--- config.mk ---
export PLATFORM = sky130hd
export DESIGN_NAME = spi_nor_responder
export DESIGN_NICKNAME = d
export VERILOG_FILES = /design/src/rtl/spi_nor_pkg.sv /design/src/rtl/spi_nor_responder_sync.sv /design/src/rtl/spi_nor_responder.sv
export SDC_FILE = /design/constraint.sdc
export NUM_CORES = 2
export LEC_CHECK = 0
export BUFFER_PORTS_ARGS = -buffer_cell sky130_fd_sc_hd__buf_4
export CORE_UTILIZATION = 65
export CTS_CLUSTER_SIZE = 16
export DETAILED_ROUTE_END_ITERATION = 8
export PLACE_DENSITY = 0.81
export SYNTH_ARGS = -nofsm -noshare
export SYNTH_HDL_FRONTEND = slang
export SYNTH_SLANG_ARGS = --single-unit
--- constraint.sdc ---
create_clock -name p_clk -period 10.34 [get_ports p_clk]
set_clock_uncertainty 0.05 [all_clocks]
set_input_delay 0 -clock p_clk [delete_from_list [all_inputs] [get_ports p_clk]]
set_output_delay 0 -clock p_clk [all_outputs]
set_load 0.03 [all_outputs]
--- src/rtl/spi_nor_pkg.sv ---
// Shared opcodes, state encoding and status register layout for the SPI NOR responder.
package spi_nor_pkg;

    localparam logic [7:0] OP_WREN = 8'h06;
    localparam logic [7:0] OP_WRDI = 8'h04;
    localparam logic [7:0] OP_RDSR = 8'h05;
    localparam logic [7:0] OP_RDID = 8'h9F;
    localparam logic [7:0] OP_READ = 8'h03;
    localparam logic [7:0] OP_PP   = 8'h02;

    localparam int unsigned SR_WIP = 0;
    localparam int unsigned SR_WEL = 1;

    typedef enum logic [2:0] {
        StIdle,
        StCmd,
        StAddr,
        StRead,
        StProg,
        StStatus,
        StId,
        StIgnore
    } state_e;

    // Latch update deferred until chip select rises, so the exact bit count can be confirmed.
    typedef enum logic [1:0] {
        PendNone,
        PendWren,
        PendWrdi
    } pend_e;

    function automatic logic [7:0] status_byte(input logic wel);
        logic [7:0] sb;
        sb         = 8'h00;
        sb[SR_WIP] = 1'b0;
        sb[SR_WEL] = wel;
        return sb;
    endfunction

endpackage

--- src/rtl/spi_nor_responder_sync.sv ---
// Two-flop synchronisers for the SPI pins plus edge strobes of s_clk and s_css.
module spi_edge_sync (
    input  logic p_clk,
    input  logic p_reset_n,
    input  logic s_clk,
    input  logic s_css,
    input  logic s_mosi,
    output logic sclk_rise,
    output logic sclk_fall,
    output logic css_rise,
    output logic css_fall,
    output logic mosi_sync
);

    logic [2:0] sclk_q;
    logic [2:0] css_q;
    logic [1:0] mosi_q;

    // Chip select resets to "asserted" so a select already low at reset release never looks
    // like a fresh transaction start.
    always_ff @(posedge p_clk) begin
        if (!p_reset_n) begin
            sclk_q <= 3'b000;
            css_q  <= 3'b000;
            mosi_q <= 2'b00;
        end else begin
            sclk_q <= {sclk_q[1:0], s_clk};
            css_q  <= {css_q[1:0], s_css};
            mosi_q <= {mosi_q[0], s_mosi};
        end
    end

    assign sclk_rise = sclk_q[1] & ~sclk_q[2];
    assign sclk_fall = ~sclk_q[1] & sclk_q[2];
    assign css_rise  = css_q[1] & ~css_q[2];
    assign css_fall  = ~css_q[1] & css_q[2];
    assign mosi_sync = mosi_q[1];

endmodule

--- src/rtl/spi_nor_responder.sv ---
// SPI NOR flash responder: oversamples the SPI pins on p_clk and serves a small opcode set.
module spi_nor_responder
    import spi_nor_pkg::*;
#(
    parameter int unsigned ADDR_WIDTH = 8,
    parameter logic [23:0] JEDEC_ID   = 24'hEF4016
) (
    input  logic p_clk,
    input  logic p_reset_n,
    input  logic s_clk,
    input  logic s_css,
    input  logic s_mosi,
    output logic s_miso,
    output logic s_miso_oe,
    output logic wel
);

    localparam logic [ADDR_WIDTH-1:0] PageMask = ADDR_WIDTH'(255);

    logic sclk_rise, sclk_fall, css_rise, css_fall, mosi_sync;

    spi_edge_sync u_sync (
        .p_clk     (p_clk),
        .p_reset_n (p_reset_n),
        .s_clk     (s_clk),
        .s_css     (s_css),
        .s_mosi    (s_mosi),
        .sclk_rise (sclk_rise),
        .sclk_fall (sclk_fall),
        .css_rise  (css_rise),
        .css_fall  (css_fall),
        .mosi_sync (mosi_sync)
    );

    state_e                state_q;
    pend_e                 pend_q;
    logic [2:0]            bit_cnt_q;
    logic [1:0]            byte_cnt_q;
    logic [1:0]            id_idx_q;
    logic [7:0]            sh_in_q;
    logic [7:0]            opcode_q;
    logic [7:0]            tx_sh_q;
    logic [7:0]            rd_q;
    logic [ADDR_WIDTH-1:0] addr_q;
    logic                  miso_q;
    logic                  oe_q;
    logic                  wel_q;
    logic                  wr_en_q;
    logic [ADDR_WIDTH-1:0] wr_addr_q;
    logic [7:0]            wr_data_q;

    logic [7:0] mem [2**ADDR_WIDTH];

    logic [7:0]            in_byte;
    logic                  byte_done;
    logic [ADDR_WIDTH-1:0] addr_page_inc;
    logic [7:0]            next_tx;

    assign in_byte       = {sh_in_q[6:0], mosi_sync};
    assign byte_done     = sclk_rise && (bit_cnt_q == 3'd7);
    assign addr_page_inc = (addr_q & ~PageMask) | ((addr_q + ADDR_WIDTH'(1)) & PageMask);

    always_comb begin
        next_tx = 8'h00;
        unique case (state_q)
            StStatus: next_tx = status_byte(wel_q);
            StId: begin
                unique case (id_idx_q)
                    2'd0:    next_tx = JEDEC_ID[23:16];
                    2'd1:    next_tx = JEDEC_ID[15:8];
                    2'd2:    next_tx = JEDEC_ID[7:0];
                    default: next_tx = 8'h00;
                endcase
            end
            StRead:  next_tx = rd_q;
            default: next_tx = 8'h00;
        endcase
    end

    always_ff @(posedge p_clk) begin
        if (wr_en_q) begin
            mem[wr_addr_q] <= wr_data_q;
        end
    end

    always_ff @(posedge p_clk) begin
        if (!p_reset_n) begin
            state_q    <= StIdle;
            pend_q     <= PendNone;
            bit_cnt_q  <= 3'd0;
            byte_cnt_q <= 2'd0;
            id_idx_q   <= 2'd0;
            sh_in_q    <= 8'h00;
            opcode_q   <= 8'h00;
            tx_sh_q    <= 8'h00;
            rd_q       <= 8'h00;
            addr_q     <= '0;
            miso_q     <= 1'b0;
            oe_q       <= 1'b0;
            wel_q      <= 1'b0;
            wr_en_q    <= 1'b0;
            wr_addr_q  <= '0;
            wr_data_q  <= 8'h00;
        end else begin
            wr_en_q <= 1'b0;
            // Continuous fetch keeps rd_q one cycle behind addr_q, well ahead of the next fall.
            rd_q    <= mem[addr_q];
            if (css_rise) begin
                if (state_q == StIgnore) begin
                    unique case (pend_q)
                        PendWren: wel_q <= 1'b1;
                        PendWrdi: wel_q <= 1'b0;
                        default:  ;
                    endcase
                end
                if (state_q == StProg) begin
                    wel_q <= 1'b0;
                end
                state_q   <= StIdle;
                pend_q    <= PendNone;
                bit_cnt_q <= 3'd0;
                oe_q      <= 1'b0;
                miso_q    <= 1'b0;
            end else if (css_fall) begin
                state_q    <= StCmd;
                pend_q     <= PendNone;
                byte_cnt_q <= 2'd0;
                id_idx_q   <= 2'd0;
                addr_q     <= '0;
                oe_q       <= 1'b0;
                miso_q     <= 1'b0;
                // A coincident rising strobe is the first opcode bit.
                if (sclk_rise) begin
                    bit_cnt_q <= 3'd1;
                    sh_in_q   <= in_byte;
                end else begin
                    bit_cnt_q <= 3'd0;
                end
            end else if (state_q != StIdle) begin
                if (sclk_rise) begin
                    bit_cnt_q <= bit_cnt_q + 3'd1;
                    sh_in_q   <= in_byte;
                    unique case (state_q)
                        StCmd: begin
                            if (bit_cnt_q == 3'd7) begin
                                opcode_q <= in_byte;
                                case (in_byte)
                                    OP_WREN: begin
                                        state_q <= StIgnore;
                                        pend_q  <= PendWren;
                                    end
                                    OP_WRDI: begin
                                        state_q <= StIgnore;
                                        pend_q  <= PendWrdi;
                                    end
                                    OP_RDSR: begin
                                        state_q <= StStatus;
                                        oe_q    <= 1'b1;
                                    end
                                    OP_RDID: begin
                                        state_q <= StId;
                                        oe_q    <= 1'b1;
                                    end
                                    OP_READ, OP_PP: state_q <= StAddr;
                                    default:        state_q <= StIgnore;
                                endcase
                            end
                        end
                        StAddr: begin
                            addr_q <= {addr_q[ADDR_WIDTH-2:0], mosi_sync};
                            if (byte_done) begin
                                byte_cnt_q <= byte_cnt_q + 2'd1;
                                if (byte_cnt_q == 2'd2) begin
                                    if (opcode_q == OP_READ) begin
                                        state_q <= StRead;
                                        oe_q    <= 1'b1;
                                    end else begin
                                        state_q <= StProg;
                                    end
                                end
                            end
                        end
                        StRead: begin
                            if (byte_done) begin
                                addr_q <= addr_q + ADDR_WIDTH'(1);
                            end
                        end
                        StProg: begin
                            if (byte_done) begin
                                if (wel_q) begin
                                    wr_en_q   <= 1'b1;
                                    wr_addr_q <= addr_q;
                                    wr_data_q <= in_byte;
                                end
                                addr_q <= addr_page_inc;
                            end
                        end
                        StIgnore: pend_q <= PendNone;
                        default:  ;
                    endcase
                end else if (sclk_fall && oe_q) begin
                    if (bit_cnt_q == 3'd0) begin
                        miso_q  <= next_tx[7];
                        tx_sh_q <= {next_tx[6:0], 1'b0};
                        if (state_q == StId && id_idx_q != 2'd3) begin
                            id_idx_q <= id_idx_q + 2'd1;
                        end
                    end else begin
                        miso_q  <= tx_sh_q[7];
                        tx_sh_q <= {tx_sh_q[6:0], 1'b0};
                    end
                end
            end
        end
    end

    // Drop the drive in the very cycle the chip-select rise is seen.
    assign s_miso_oe = oe_q & ~css_rise;
    assign s_miso    = s_miso_oe & miso_q;
    assign wel       = wel_q;

endmodule
==> results_dict.tcl <==
set metrics [dict create \
    cts_tree "built" \
    final_cell_area_um2 91400 \
    max_freq_mhz 214 \
    drive_gt1_frac 0.159 \
    setup_viol 0 \
    synth_top_flop_cell "edfxtp_1" \
    hpwl_mm 121 \
    p_per_area_nw_per_um2 181 \
    cp-end-kind "flop" \
    clk_root_buffer_cell "clkbuf_16" \
    drt_first_pass_iters 9 \
    antenna_left 0 \
    grt_util_all_layers 0.327 \
    finalCritPeriodShare 0.451 \
    path_cells "buf_12 -> buf_12 -> nand3b_1 -> o22ai_1 -> a211oi_1 -> a211oi_1 -> nand4_1 -> o32ai_1" \
    cts_htree_levels 4 \
    die_width_um 362 \
    numCtsBuffers 194 \
    fp-row-count 131 \
    mostFrequentLayoutCells "2,048 x edfxtp_1, 371 x nor2_1, 365 x mux2i_1" \
    vias 44800 \
    irDropWorstVdd_uv 137 \
    cp.arrival_ns 5.36 \
    power_switching_share 0.194 \
    io_buffers 7 \
    cts_resized 0 \
    io_pins 8 \
    maxCapViolations 0 \
    crit_type "flop to flop" \
    finalCriticalPeriod_ns 4.66 \
    switchingPower_mw 3.21 \
    cts.sinks 2126 \
    slew_headroom 0.117 \
    grt_pass1_wl_mm 304 \
    intPower_mw 13.4 \
    syn_inst 4400 \
    clk_pin_slew_ns 0.07 \
    crit_family "compound AO/OA/AOI/OAI gates" \
    fp.dieH_um 362 \
    min_path_type "primary input to flop" \
    cts_setup_buffers 0 \
    avgRoutedWirePerCell_um 33.6 \
    timing.final.ws_setup_ns 5.68 \
    slew_viol_final 0 \
    route.detailed.drc 0 \
    place_congestion 0.933 \
    placed_cell_area_um2 85000 \
    crit_slowest_cell "dfxtp_4" \
    critPathRequiredTime_ns 11.04 \
    syn_to_final_growth_pct 8.64 \
    hold_viol_final 0 \
    vias_per_cell 7.11 \
    grt_pass1_vias 44400 \
    tightest_slew_ns 1.31 \
    yosysSeqAreaShare 0.750 \
    setup_tns_ns 0 \
    syn-num-nets 4416 \
    async_flop_share 0 \
    die_area_um2 131000 \
    p_leak_nw 27.8 \
    synth_edf_count 2048 \
    power_frac_seq 0.561 \
    yosysUniqueCellTypes 81 \
    crit_fanout 145 \
    wirelength_mm 212 \
    place_ws_ns 5.89 \
    start_util 0.657 \
    drt_iter0_markers 7144 \
    yosys_register_bits 2126 \
    grt_max_degree 197 \
    power_frac_clock 0.432 \
    syn_avg_cell_area_um2 19.1 \
    status "finished, final reports clean" \
    clk_latency_ns 0.84 \
    worst_path_largest_cell_delay_ns 0.87 \
    grt-ovfl-total 0 \
    syn_area_um2 84100 \
    ys_warn_count 0 \
    pwr-share-comb 0.007 \
    rsz0062_at_grt "false" \
    cp-start-kind "flop" \
    antenna_found_initial 11 \
    cts_max_path_buffers 3 \
    final_nets 4422 \
    final_common_cell "edfxtp_1" \
    p_total_mw 16.6 \
    core_area_um2 128000 \
    cp_num_buf_inv 2 \
    hold_slack_ns 0.0630 \
]
## worst register-to-register path, stage by stage (launching register included)
cell and delay (ns):
dfxtp_4 0.87, buf_12 0.60, buf_12 0.83, nand3b_1 0.53
o22ai_1 0.41, a211oi_1 0.10, a211oi_1 0.75, nand4_1 0.26
o32ai_1 0.19
## power by group through the flow
stage	sequential [mW]	clock [mW]	combinational [mW]
final	9.30	7.16	0.118
after CTS	9.30	7.16	0.114
after floorplan	9.48	0	0.0808
after global placement	9.48	0	0.108
after global routing	9.29	7.48	0.121
after detailed placement	9.48	0	0.109
## flip-flops by register name (all words and copies together), names as in the netlist, 7 cells and up
register / count
rd_q: 8
mem: 2048
wr_data_q: 8
addr_q: 8
opcode_q: 8
wr_addr_q: 8
sh_in_q: 7
tx_sh_q: 7
## per-stage QoR
step | instances | utilization
after floorplan | 4400 | -
after global placement | 5928 | 0.664
after CTS | 6294 | 0.714
after detailed placement | 5929 | 0.664
after global routing | 6294 | 0.714
final | 6304 | 0.714
## area by class of cell
class / count / area [µm²]
Tap cell: 1729 / 2160
Sequential cell: 2126 / 63100
Clock inverter: 118 / 1160
Fill cell: 7080 / 36600
Clock buffer: 237 / 5130
Timing Repair Buffer: 88 / 783
Antenna cell: 10 / 25.0
Inverter: 13 / 50.0
Multi-Input combinational cell: 1983 / 19000
## per-layer routing
metal  global-route usage  part of all wire  wire [µm]  vias up
met3               0.0975              0.14      28800      689
li1                     -                 -          -    18000
met1                0.430              0.34      72300    22500
met2                0.498              0.46      98500     3536
met5                    0           0.00029         61        -
met4                0.175             0.058      12300       10
## cells in the mapped netlist, drive strengths merged (13+ instances only)
cell type,count,area (µm²)
a21oi,81,405
dfxtp,78,1560
nand3,55,280
o21ai,41,205
nor2,371,1390
inv,13,48.8
nor4,13,96.3
a31oi,54,338
o221ai,70,613
a211oi,35,263
mux2,18,203
edfxtp,2048,61500
clkbuf,133,669
nor3,36,180
and2,36,225
nor2b,22,138
o22ai,125,782
mux4,354,8120
nand4,20,125
mux2i,365,3650
buf,145,1400
nand2,99,374
a22oi,37,278
## repair_timing
item,in CTS,in global routing
endpoints found under the hold margin,71,0
hold buffers,10,0
endpoints found under the setup margin,0,0
## kinds of logic (layout without fill, tap and decap cells)
kind of cell	Yosys count	in the layout	synth area share
flops	2126	2126	0.750
xor+xnor	2	2	0.000208
compound gates	527	527	0.0429
other cells	0	10	0
mux	737	737	0.142
buf+inv	291	456	0.0251
fa+ha+maj	12	12	0.00176
simple gates	705	705	0.0380
## worst paths after layout
path | from | end | slack (ns) | cells after the start
worst min register to register | u_sync.sclk_q[0] | u_sync.sclk_q[1] | 0.41 | 1
worst min-delay path | p_reset_n | addr_q[3] | 0.06 | 3
worst max-delay path | addr_q[1] | rd_q[2] | 5.68 | 8
worst max register to register | addr_q[1] | rd_q[2] | 5.68 | 8
Note: power is estimated with default switching activity, not from simulation.
